[src/rtl/pipe_stage_reg.sv]
// Pipeline stage register with valid/ready handshake, optional skid entry, flush and stall counter.
// Latency 1 cycle; with SKID_EN ready_out is registered and one extra beat lands in the skid entry.
module pipe_stage_reg #(
    parameter int          DATA_W         = 160,
    parameter int unsigned SKID_EN        = 1,
    parameter int unsigned CLEAR_ON_FLUSH = 1,
    parameter int          CNT_W          = 16
) (
    input  logic              clk_in,
    input  logic              rst_in,
    input  logic              valid_in,
    input  logic [DATA_W-1:0] data_in,
    output logic              ready_out,
    output logic              valid_out,
    output logic [DATA_W-1:0] data_out,
    input  logic              ready_in,
    input  logic              flush_in,
    input  logic              stall_clr_in,
    output logic [CNT_W-1:0]  stall_cnt_out
);

    typedef enum logic [1:0] {
        ST_EMPTY = 2'd0,
        ST_FULL  = 2'd1,
        ST_SKID  = 2'd2
    } state_t;

    localparam logic [CNT_W-1:0] CNT_MAX = {CNT_W{1'b1}};

    state_t              state_q, state_d;
    logic [DATA_W-1:0]   main_q,  main_d;
    logic [DATA_W-1:0]   skid_q,  skid_d;
    logic                rdy_q,   rdy_d;
    logic [CNT_W-1:0]    stall_cnt_q, stall_cnt_d;

    logic accept;
    logic drain;
    logic stall;

    assign valid_out     = (state_q != ST_EMPTY);
    assign data_out      = main_q;
    assign stall_cnt_out = stall_cnt_q;

    // Skid mode breaks the ready_in -> ready_out path with a flop.
    assign ready_out = (SKID_EN != 0) ? rdy_q : (~valid_out | ready_in);

    assign accept = valid_in & ready_out;
    assign drain  = valid_out & ready_in;
    assign stall  = valid_out & ~ready_in;

    always_comb begin
        state_d = state_q;
        main_d  = main_q;
        skid_d  = skid_q;

        if (SKID_EN != 0) begin
            case (state_q)
                ST_EMPTY: begin
                    if (accept) begin
                        main_d  = data_in;
                        state_d = ST_FULL;
                    end
                end
                ST_FULL: begin
                    if (accept && drain) begin
                        main_d = data_in;
                    end else if (accept) begin
                        skid_d  = data_in;
                        state_d = ST_SKID;
                    end else if (drain) begin
                        state_d = ST_EMPTY;
                    end
                end
                ST_SKID: begin
                    // ready_out is low here, so only the skid entry can move forward.
                    if (drain) begin
                        main_d  = skid_q;
                        state_d = ST_FULL;
                    end
                end
                default: state_d = ST_EMPTY;
            endcase
        end else begin
            if (accept) begin
                main_d  = data_in;
                state_d = ST_FULL;
            end else if (drain) begin
                state_d = ST_EMPTY;
            end
        end

        // A same-cycle drain has already been seen downstream; only held entries die.
        if (flush_in) begin
            state_d = ST_EMPTY;
            if (CLEAR_ON_FLUSH != 0) begin
                main_d = '0;
                skid_d = '0;
            end else begin
                main_d = main_q;
                skid_d = skid_q;
            end
        end

        rdy_d = (state_d != ST_SKID);
    end

    always_comb begin
        stall_cnt_d = stall_cnt_q;
        if (stall_clr_in) begin
            stall_cnt_d = '0;
        end else if (stall && (stall_cnt_q != CNT_MAX)) begin
            stall_cnt_d = stall_cnt_q + CNT_W'(1);
        end
    end

    always_ff @(posedge clk_in) begin
        if (rst_in) begin
            state_q     <= ST_EMPTY;
            main_q      <= '0;
            skid_q      <= '0;
            rdy_q       <= 1'b1;
            stall_cnt_q <= '0;
        end else begin
            state_q     <= state_d;
            main_q      <= main_d;
            skid_q      <= skid_d;
            rdy_q       <= rdy_d;
            stall_cnt_q <= stall_cnt_d;
        end
    end

endmodule

[config.mk]
export PLATFORM = sky130hd
export DESIGN_NAME = pipe_stage_reg
export DESIGN_NICKNAME = d
export VERILOG_FILES = /design/src/rtl/pipe_stage_reg.sv
export SDC_FILE = /design/constraint.sdc
export NUM_CORES = 1
export LEC_CHECK = 0
export ABC_AREA = 1
export CELL_PAD_IN_SITES_DETAIL_PLACEMENT = 1
export CELL_PAD_IN_SITES_GLOBAL_PLACEMENT = 1
export CORE_MARGIN = 2
export CORE_UTILIZATION = 30
export CTS_BUF_LIST = sky130_fd_sc_hd__clkbuf_2 sky130_fd_sc_hd__clkbuf_4 sky130_fd_sc_hd__clkbuf_8
export DETAILED_ROUTE_END_ITERATION = 6
export PLACE_DENSITY = 0.73
export SYNTH_ARGS = -nofsm -noshare
export SYNTH_HDL_FRONTEND = slang
export SYNTH_SLANG_ARGS = --single-unit
[constraint.sdc]
create_clock -name clk_in -period 2.2 [get_ports clk_in]
set_input_delay 0.33 -clock clk_in [delete_from_list [all_inputs] [get_ports clk_in]]
set_output_delay 0.33 -clock clk_in [all_outputs]
set_load 0.005 [all_outputs]
### Word-level counts from Yosys, hierarchy flattened

Cells that the tools add are included.

| word-level totals | value |
|---|---|
| register bits after elaboration | 339 |
| bits of input ports | 166 |
| output and inout bits | 178 |
| word-level logic and storage cells | 38 |

| operators by class | value |
|---|---|
| $add $sub $neg | 1 |
| equal/unequal tests | 7 |
| multiplexer cells | 11 |
| bitwise gates (word level) | 5 |
| reductions and logical operators | 9 |

Operators with widths:

| cell | count |
|---|---|
| $mux 160 | 3 |
| $pmux 160 s3 | 1 |
| $add 16x1->16 const B | 1 |
| $ne 16x16->1 const B | 1 |
| $mux 2 | 6 |
| $ne 2x2->1 const B | 4 |
| $pmux 2 s3 | 1 |
| $reduce_and 4->1 | 1 |
| $reduce_or 2->1 | 2 |
| $and 1x1->1 | 3 |
| $reduce_and 3->1 | 1 |
| $reduce_bool 3->1 | 1 |
| $eq 2x1->1 const B | 1 |
| $eq 2x2->1 const B | 1 |
| $logic_and 1x1->1 | 2 |
| $logic_not 2->1 | 1 |
| $not 1->1 | 2 |
| $reduce_bool 2->1 | 1 |

### Depth between registers and ports, before layout

Gate-level depths: netlist of run 1.

| logic depth | value |
|---|---|
| depth in word-level cells | 8 |
| mapped depth | 9 |
| depth with buffers taken out | 9 |

### Worst setup path after synthesis of run 1

Ideal clock, no wire load.

| timing | value |
|---|---|
| path kind | register to register |
| start | register stall_cnt_q[0] (netlist: stall_cnt_out[0]) |
| end | register stall_cnt_q[2] (netlist: stall_cnt_out[2]) |
| arrival | 1.477 ns |
| data required time | 2.130 ns |
| slack | 0.653 ns |
| stages on the path, launching flop included | 9 |
| buffers on the path | 1 |
| period minus slack after synthesis | 1.547 ns |
| path through | dfxtp_1 > ha_1 > nand2_1 > nor2_1 > nand2_1 > o21ai_0 > buf_2 > nand2_1 > a21oi_1 |

| between the ends | value |
|---|---|
| word-level cells in the longest chain between the ends | 2 |

Ends and longest elaborated chain:

| item | RTL line | text |
|---|---|---|
| start: declaration | 34 | `logic [CNT_W-1:0] stall_cnt_q, stall_cnt_d;` |
| start signal: assignment | 128 | `stall_cnt_q <= stall_cnt_d;` |
| parallel branches: the longest is 2 deep, another holds $add 16x1->16 | -- |  |

Parallel ways; which one is timed is not known.
A chain may end at the register's enable or synchronous reset.

### Worst setup path after layout of run 1

| timing | value |
|---|---|
| start | register state_q[1] |
| end | output port valid_out |

| between the ends | value |
|---|---|
| word-level cells in the longest chain between the ends | 1 |

Ends and longest elaborated chain:

| item | RTL line | text |
|---|---|---|
| start: declaration | 30 | `state_t state_q, state_d;` |
| start signal: assignment | 124 | `state_q <= state_d;` |
| $reduce_bool 2->1 | 40 | `assign valid_out = (state_q != ST_EMPTY);` |
| end: declaration | 14 | `output logic valid_out,` |

No other way between the ends.

==> results.md, run 1 <==
- Met2 routed WL: between 20 and 25 mm
- Skew-Pair Late Insertion Delay: 0.66 ns
- Initial antenna violation count: 12
- Slew HR: 0.632
- DR WL met3: 2.68 mm
- Sw Share: 0.249
- CTS buffer count: 61
- CTS tree: yes
- Critical path capture point type: output port
- Die Wd: 223 um
- Port buffer count: 343
- Total area of sequential cells: 0.00679 mm2
- Clock buffer depth: 3
- Die Y: 223 um
- Starting DRT DRC Count: between 700 and 800
- CP max-delay cell: dfxtp_2
- Die ar.: 0.0499 mm2
- Critical path type: reg -> out
- Post-synthesis sequential element count: 339
- Root Buffer: clkbuf_8
- Clk pwr share: 0.451
- P&R area growth vs syn: 37.2%
- Largest net degree at the start of global routing: 123
- Clock skew: 0.0256 ns
- Synthesized area: roughly 0.014 mm2
- CP Cell Sequence: nor2_1 -> inv_1 -> dlygate4sd2_1
- Hold Vio Cnt, Final: 0
- Worst Setup Start Kind: register
- Syn nets: 2111
- Final WS setup: between 0.15 and 0.2 ns
- DRC: 0
- Reg clk slew, reported paths: 0.06 ns
- RSZ-0062 raised after global routing: no
- Yosys warns: 0
- Flop2flop setup slack: 0.32 ns
- Antenna Nets Post-Route: 0
- Unique masters post-synth: 24
- CTS HTree Levels: 2
- Top sig layer: met5
- DP HPWL: 32.8 mm
- CP top delay family: buffers and inverters
- Fmax: 498 MHz
- Max Slew Vio Count: 0
- Fin area: 0.0198 mm2
- Final Setup Violations: 0
- M1 WL: roughly 22 mm
- Setup TNS: 0 ns
- # rows: 80
- Outcome: complete, no violations
- Sequential fraction of the synthesis area: 0.470
- Tcrit/Tclk final: 0.913
- Ports: 344
- Wirelength per Cell: 17.9 um
- LEAKAGE: 0.00715 uW
- Logic pwr share: 0.100
- First-pass GRT wire length: approximately 81 mm
- DP Worst Slack: 0.0307 ns
- Crit path required time: between 1.5 and 2 ns
- Utilization after layout: 0.416
- Avg Inst Size Synth: between 7 and 8 um2
- Routed vias/inst: 5.07
- Multi-input gate area: between 0.006 and 0.007 mm2
- Worst vdd ir: 0.376 mV
- Gr usage total: 0.200
- Vias in the first global route: 14.8k
- CP Buf/Inv Count: 2
- Hold Path Class: in -> reg
- Layout cells sized above 1: 0.0691
- Switching power: 3520 uW
- Internal: 10600 uW
- Pwr per Cell Area: 713 mW/mm2
- Pre-antenna DRT Iters: 5
- Num Clock Sinks: 339
- GRT Residual Overflow: 0
- Layout Nets: 2377
- CP max stage delay: 0.38 ns
- Starting Density: 0.303
- Vias: about 15k
- GPL Wtd Cong: 0.790
- Filler Cells Inserted: 5775
- Sequential share of power: 0.449
- Max-Cap Viols: 0
- Arrival @ worst endpoint: 1.68 ns
- Total Wirelength: 51.4 mm
- Mapped Cells: 1944
- Worst-margin pin slew: 0.551 ns
- Core area: 0.0476 mm2
- Critical Path Fanout Max: 5
- Crit path time final: 2.01 ns
- Area of placed instances: 0.0185 mm2
-- worst min-delay path: stages --
cell and delay, ns:
clkdlybuf4s50_1 0.42, nor2_1 0.11, a211oi_1 0.05
-- layer usage --
| layer | up-vias | track usage |
|---|---|---|
| li1 | 7147 | - |
| met1 | 7018 | 0.250 |
| met2 | 324 | 0.329 |
| met3 | 108 | 0.0424 |
| met4 | 6 | 0.0920 |
| met5 | - | 0 |
-- final cells by class --
class | count | share of cell area
sequential | 339 | 0.342
antenna | 9 | 0.00114
multi-input combinational | 1250 | 0.316
inverter | 179 | 0.0341
tap | 615 | 0.0388
timing repair buffer | 379 | 0.201
clock buffer | 100 | 0.0622
clock inverter | 10 | 0.00429
-- per-stage QoR --
step | hold slack, ns | total power, uW | std cells
finish | 0.290 | 14100 | 2881
floorplan | 0.402 | 7080 | 1944
global placement | 0.445 | 7870 | 2762
global route | 0.262 | 14800 | 2880
detailed placement | 0.451 | 7900 | 2762
CTS | 0.213 | 14400 | 2872
-- power by group through the flow --
stage / combinational [uW] / clock [uW] / sequential (uW)
CTS: 1430 / 6630 / 6350
global placement: 1390 / 0 / 6470
detailed placement: 1420 / 0 / 6480
floorplan: 610 / 0 / 6470
global route: 1550 / 6880 / 6350
finish: 1410 / 6370 / 6350
-- sequential cells by signal (all words and copies together) (netlist names) --
register,flops
data_out,160
ready_out,1
skid_q,160
stall_cnt_out,16
state_q,2
-- final timing paths --
check	from	end	cells past startpoint
worst min register to register	skid_q[76]	skid_q[76]	2
worst max register to register	stall_cnt_out[0]	stall_cnt_out[13]	9
worst min-delay path	data_in[106]	skid_q[106]	3
worst max-delay path	state_q[1]	valid_out	3
-- cell usage in the layout, fill, tap and decap left out, drive strengths merged --
cell and count:
o31ai 1, diode 9, clkinv 7, buf 36, a211oi 160, clkbuf 100, nor3b 1, o21ai 162
bufinv 1, nor2 189, dfxtp 339, nand4 166, inv 181, nor3 1, clkdlybuf4s50 342, xor2 5
nand3 13, a21oi 172, nand2 377, xnor2 2, dlygate4sd2 1, ha 1
-- cell usage after synthesis --
cell type    n  area share
o31ai_1      1     0.00052
a211oi_1   160       0.083
nand2_1    375       0.097
nand2_2      2     0.00087
nor3b_1      1     0.00052
xnor2_1      2      0.0012
buf_1       10      0.0026
clkbuf_1   100       0.026
xor2_1       5      0.0030
buf_4       13      0.0068
nand3_2      1     0.00069
ha_1         1     0.00087
nor2_1     187       0.049
buf_2       53       0.018
nand3_1     12      0.0042
nor2_4       1     0.00078
o21ai_0    162       0.056
nor2_2       1     0.00043
a21oi_1    172       0.060
inv_1      178       0.046
nor3_1       1     0.00035
dfxtp_1    339        0.47
inv_4        1     0.00043
nand4_1    166       0.072
-- repair_timing --
item                                    4_1_cts  5_1_grt
endpoints found under the setup margin        1        0
setup buffers                                 0        0
hold buffers                                  0        0
gates resized for setup                       2        0
-- cells by family (layout without fill, tap and decap cells) --
| kind of cell | Yosys count | count (layout) | share of synthesized area |
|---|---|---|---|
| AOI/OAI and AO/OA | 495 | 495 | 0.199 |
| adders and majority gates | 1 | 1 | 0.000866 |
| xor gates and xnor gates | 7 | 7 | 0.00424 |
| and+or+nand+nor | 747 | 747 | 0.226 |
| DFF | 339 | 339 | 0.470 |
| other | 0 | 9 | 0 |
| buffers and inverters | 355 | 668 | 0.100 |
(Power assumes the default switching activity.)
==> run 2: changes to the inputs <==
- CTS_BUF_LIST: sky130_fd_sc_hd__clkbuf_2 sky130_fd_sc_hd__clkbuf_4 sky130_fd_sc_hd__clkbuf_8 -> sky130_fd_sc_hd__clkbuf_4
- HOLD_SLACK_MARGIN: unset -> 0.05
==> results.md, run 2 (synthesis gave the netlist of run 1 again) <==
- Outcome: complete, no violations
- Skew-Pair Late Insertion Delay: 0.81 ns (+0.15 ns)
- Worst Setup Start Kind: register
- Clock skew: 0.0486 ns (+0.0230 ns)
- Area of placed instances: 0.0185 mm2 (unchanged)
- Filler Cells Inserted: 5787 (+0.21%)
- Core area: 0.0476 mm2 (unchanged)
- Crit path required time: 1.87 ns (about the same)
- Worst-margin pin slew: 0.568 ns (+0.0164 ns)
- Max-Cap Viols: 0 (unchanged)
- Final Setup Violations: 0 (unchanged)
- Critical Path Fanout Max: 5 (unchanged)
- Pre-antenna DRT Iters: 5 (unchanged)
- Max Slew Vio Count: 0 (unchanged)
- Final WS setup: 0.136 ns (-0.0558 ns)
- Wirelength per Cell: 17.5 um (-2.0%)
- # rows: 80 (unchanged)
- CTS tree: yes
- DRC: 0 (unchanged)
- Routed vias/inst: 5.04 (-0.57%)
- Root Buffer: clkbuf_4
- Die Y: 223 um (unchanged)
- CTS buffer count: 98 (+61%)
- Vias in the first global route: 15.8k (+7.0%)
- Hold Path Class: in -> reg
- DP Worst Slack: 0.0307 ns (unchanged)
- Layout Nets: 2496 (+5.0%)
- Hold depth: 3 (unchanged)
- Layout cells sized above 1: 0.0903 (+0.0211)
- Setup TNS: 0 ns (unchanged)
- Multi-input gate area: 0.00628 mm2 (+0.12%)
- First-pass GRT wire length: 83.9 mm (+3.9%)
- Antenna Nets Post-Route: 0 (unchanged)
- P&R area growth vs syn: 42.4%
- Vias: 15.3k (+4.5%)
- GRT Residual Overflow: 0 (unchanged)
- LEAKAGE: 0.00754 uW (+5.5%)
- Critical path type: reg -> out
- Starting Density: 0.303 (unchanged)
- Fmax: 484 MHz (-2.7%)
- Critical path capture point type: output port
- Slew HR: 0.622 (-0.0109)
- Clock buffer depth: 3 (unchanged)
- Largest net degree at the start of global routing: 123 (unchanged)
- Starting DRT DRC Count: 757 (-1.9%)
- Tcrit/Tclk final: 0.938 (+0.0254)
- Die ar.: 0.0499 mm2 (unchanged)
- Fin area: 0.0206 mm2 (+3.8%)
- Reg clk slew, reported paths: 0.06 ns (about the same)
- Hold Vio Cnt, Final: 0 (unchanged)
- Total Wirelength: 52.9 mm (+3.0%)
- Commonest non-fill, non-tap cell in the layout: nand2_1
- Worst vdd ir: 0.319 mV (-15%)
- Die Wd: 223 um (unchanged)
- Crit path time final: 2.06 ns (+0.0558 ns)
- Total area of sequential cells: 0.00680 mm2 (+0.22%)
- Most frequent cells in the layout: 372 x nand2_1, 340 x clkdlybuf4s50_1, 326 x dfxtp_1, 186 x nor2_1, 178 x inv_1
- Arrival @ worst endpoint: 1.73 ns (+0.05 ns)
- GPL Wtd Cong: 0.790 (unchanged)
- Port buffer count: 343 (unchanged)
- Initial antenna violation count: 11 (-1)
- Ports: 344 (unchanged)
- DP HPWL: 32.8 mm (unchanged)
- Gr usage total: 0.208 (+0.00798)
- RSZ-0062 raised after global routing: no
- CTS HTree Levels: 3 (+1)
- R2R cell count: 9 (unchanged)
- Pwr per Cell Area: 671 mW/mm2 (-5.9%)
- Num Clock Sinks: 339 (unchanged)
run 2: cell types whose count changed in the layout (fill, tap and decap cells not counted), moves of 2 or more:
cell	change
clkinv_2	-4
dlygate4sd3_1	+82
clkbuf_4	+130
clkbuf_8	-77
dfxtp_1	-12
clkdlybuf4s50_1	-2
clkinv_1	+17
inv_2	+2
dfxtp_2	+12
run 2: power by group:
part | leakage [uW] | internal [uW] | switching [uW] | total (uW)
Combinational | 0.00404 | 788 | 755 | 1540
Sequential | 0.00275 | 6270 | 75.7 | 6340
Clock | 0.000751 | 3130 | 2790 | 5920
Total | 0.00754 | 10200 | 3620 | 13800
run 2: layer usage:
layer  vias up  track usage  wire, um
met3       104       0.0478      2560
li1       7421            -         -
met5         -            0        27
met1      7378        0.250     22900
met4         4        0.106      1850
met2       353        0.347     25600
run 2: worst paths after layout:
check             slack, ns              from                 to
setup / recovery       0.14        state_q[1]          valid_out
setup reg to reg       0.41  stall_cnt_out[1]  stall_cnt_out[13]
hold reg to reg        0.46       skid_q[121]        skid_q[121]
hold / removal         0.18      data_in[141]        skid_q[141]
run 2: worst max-delay path: stages (launching register included):
cell and delay [ns]:
dfxtp_2 0.46, nor2_4 0.08, inv_1 0.05, clkdlybuf4s15_1 0.38
run 2: timing repair:
item	in CTS	in global routing
resized for setup	19	0
buffers inserted	0	0
endpoints found under the setup margin	14	0
hold endpoints to repair	82	0
hold buffers	82	0
run 2: final cells by class:
cell class | count | area share
inverters | 179 | 0.0329
well taps | 615 | 0.0374
repair buffers | 461 | 0.233
clock buffers | 153 | 0.0558
multi-input cells | 1250 | 0.305
diodes | 9 | 0.00109
flip-flops and latches | 339 | 0.330
clock inverters | 22 | 0.00419
run 2: through the flow:
| stage | utilization | std cells | hold slack (ns) | total power (uW) |
|---|---|---|---|---|
| 2_1_floorplan | - | 1944 | 0.402 | 7080 |
| 3_3_place_gp | 0.388 | 2762 | 0.445 | 7870 |
| 3_5_place_dp | 0.388 | 2762 | 0.451 | 7900 |
| 4_1_cts | 0.432 | 3019 | 0.0505 | 14100 |
| 5_1_grt | 0.432 | 3026 | 0.0828 | 14600 |
| 6_report | 0.432 | 3028 | 0.185 | 13800 |
==> run 3: changes to the inputs <==
- TNS_END_PERCENT: unset -> 20
- clock period: 2.2 -> 2.1 ns (I/O delays scaled with it)
==> results.md, run 3 (synthesis gave the netlist of run 1 again) <==
- Root Buffer: clkbuf_4
- CP top delay family: buffers and inverters
- Hold Path Class: in -> reg
- Clock skew: 0.0388 ns (-0.00975 ns)
- Max-Cap Viols: 0 (unchanged)
- Routed vias/inst: 5.02 (-0.32%)
- Worst r2r src: state_q[0]
- Total area of sequential cells: 0.00689 mm2 (+1.3%)
- Skew-Pair Late Insertion Delay: 0.83 ns (+0.02 ns)
- CP Buf/Inv Count: 1 (-1)
- Initial antenna violation count: 8 (-3)
- Num Clock Sinks: 339 (unchanged)
- DR WL met3: 2.51 mm (-2.0%)
- CTS tree: yes
- Ports: 344 (unchanged)
- LEAKAGE: 0.00829 uW (+9.9%)
- GPL Wtd Cong: 0.792 (+0.27%)
- Overall power: 14600 uW (+5.4%)
- Die Wd: 223 um (unchanged)
- Fmax: 499 MHz
- Core area: 0.0476 mm2 (unchanged)
- Port buffer count: 343 (unchanged)
- Most frequent cells in the layout: 372 x nand2_1, 273 x dfxtp_1, 253 x clkdlybuf4s50_1, 186 x nor2_1, 178 x inv_1
- Top sig layer: met5
- Hold depth: 3 (unchanged)
- Outcome: complete, no violations
- CP Cell Sequence: clkdlybuf4s50_1
- Worst vdd ir: 0.393 mV (+23%)
- Arrival @ worst endpoint: 1.69 ns (-0.04 ns)
- Slew HR: 0.584 (-0.0374)
- Fin area: 0.0207 mm2 (+0.69%)
- Pwr per Cell Area: 702 mW/mm2 (+4.7%)
- Hold EP: skid_q[11]
- Commonest non-fill, non-tap cell in the layout: nand2_1
- Multi-input gate area: 0.00628 mm2 (unchanged)
- Setup TNS: 0 ns (unchanged)
- FF-to-FF End: skid_q[21]
- DRC: 0 (unchanged)
- CP max stage delay: 0.50 ns (+0.04 ns)
- CP max-delay cell: clkdlybuf4s50_1
- Filler Cells Inserted: 5829 (+0.73%)
- Layout cells sized above 1: 0.115 (+0.0251)
- Critical path capture point type: output port
- # rows: 80 (unchanged)
- CTS buffer count: 95 (-3.1%)
- CTS HTree Levels: 3 (unchanged)
- Antenna Nets Post-Route: 0 (unchanged)
- Utilization after layout: 0.435 (+0.00297)
- Crit path time final: roughly 2 ns
- Placed insts: 2773 (+0.40%)
- Max Slew Vio Count: 0 (unchanged)
- Met2 routed WL: 26.1 mm (+2.1%)
- Critical Path Fanout Max: 2 (-3)
- Final Setup Violations: 0 (unchanged)
- M1 WL: 23.1 mm (+0.50%)
- Total Wirelength: 53.4 mm (+0.80%)
- First-pass GRT wire length: 85.2 mm (+1.5%)
- Tcrit/Tclk final: 0.954
- Reg clk slew, reported paths: 0.07 ns (about the same)
- Worst-margin pin slew: 0.624 ns (+0.0561 ns)
- Largest net degree at the start of global routing: 112 (-8.9%)
- Die Y: 223 um (unchanged)
- Vias in the first global route: 16.0k (+0.88%)
- Flop2flop setup slack: 0.26 ns (-0.15 ns)
- Gr usage total: 0.210 (+0.00249)
- Crit path required time: 1.78 ns (-0.09 ns)
- P&R area growth vs syn: 43.4%
- Hold Vio Cnt, Final: 0 (unchanged)
- R2R cell count: 6 (-3)
- GRT Residual Overflow: 0 (unchanged)
- Worst Setup Start Kind: register
- Pre-antenna DRT Iters: 4 (-1)
- Layout Nets: 2503 (+0.28%)
- DP HPWL: 33.9 mm (+3.3%)
- Vias: 15.2k (-0.15%)
- Starting DRT DRC Count: 818 (+8.1%)
- Critical path type: reg -> out
- Area of placed instances: 0.0186 mm2 (+0.45%)
- Starting Density: 0.303 (unchanged)
- Hold Path Origin: data_in[11]
- Cell Count, Final, Fillers Out: 3033 (+0.17%)
- Clock buffer depth: 3 (unchanged)
- Wirelength per Cell: 17.6 um (+0.64%)
- Die ar.: 0.0499 mm2 (unchanged)
[run 3: changes by cell type in the layout (fill, tap and decap cells not counted), sizes merged, moves of 3 or more]
cell           change
dlygate4sd3        -3
clkdlybuf4s50     -87
dlymetal6s2s      +23
buf               +14
dlygate4sd2       +64
clkbuf             -8
[run 3: area by class of cell]
class	instances	share of cell area
well taps	615	0.0371
clock inverters	26	0.00767
inverters	179	0.0327
repair buffers	471	0.233
flip-flops and latches	339	0.333
clock buffers	145	0.0525
multi-input cells	1250	0.303
diodes	8	0.000966
[run 3: through the flow]
| step | hold WS [ns] | setup WS, ns |
|---|---|---|
| after floorplan | 0.387 | 0.553 |
| after global placement | 0.445 | 0.135 |
| after detailed placement | 0.450 | 0.0517 |
| after CTS | 0.0500 | -0.0116 |
| after global routing | 0.0473 | -0.0192 |
| final | 0.135 | 0.0965 |
[run 3: worst min-delay path: cells and delay by family]
kind	cells	cell delay [ns]
AO/OA/AOI/OAI	1	0.05
AND/OR/NAND/NOR	1	0.12
buffers and inverters	1	0.45
[run 3: worst max path at each step]
stage	startpoint	to	slack, ns	cells past startpoint
6_report	data_out[145]	data_out[145]	0.1	1
5_1_grt	data_out[104]	data_out[104]	-0.02	1
4_1_cts	data_out[29]	data_out[29]	-0.01	1
3_5_place_dp	ready_in	skid_q[104]	0.05	6
3_3_place_gp	valid_in	skid_q[83]	0.13	7
2_1_floorplan	stall_cnt_out[0]	stall_cnt_out[2]	0.55	8
[run 3: where the power goes]
group / switching (uW) / internal [uW] / total, uW / leakage (uW)
clock network: 2940 / 3380 / 6320 / 0.000738
logic: 800 / 804 / 1600 / 0.00477
registers: 76.5 / 6560 / 6630 / 0.00278
total: 3820 / 10700 / 14600 / 0.00829
[run 3: per-layer routing]
metal / track usage / up-vias
li1: - / 7415
met1: 0.255 / 7384
met2: 0.357 / 330
met3: 0.0497 / 104
met4: 0.0856 / 4
met5: 0 / -
[run 3: what timing repair did]
item                                    CTS  global route
resized for setup                       138            34
endpoints found under the hold margin    78             1
setup buffers                             2             0
pin swaps                                 0             0
cloned                                    0             0
hold buffers                             78             1
endpoints found under the setup margin   99            33
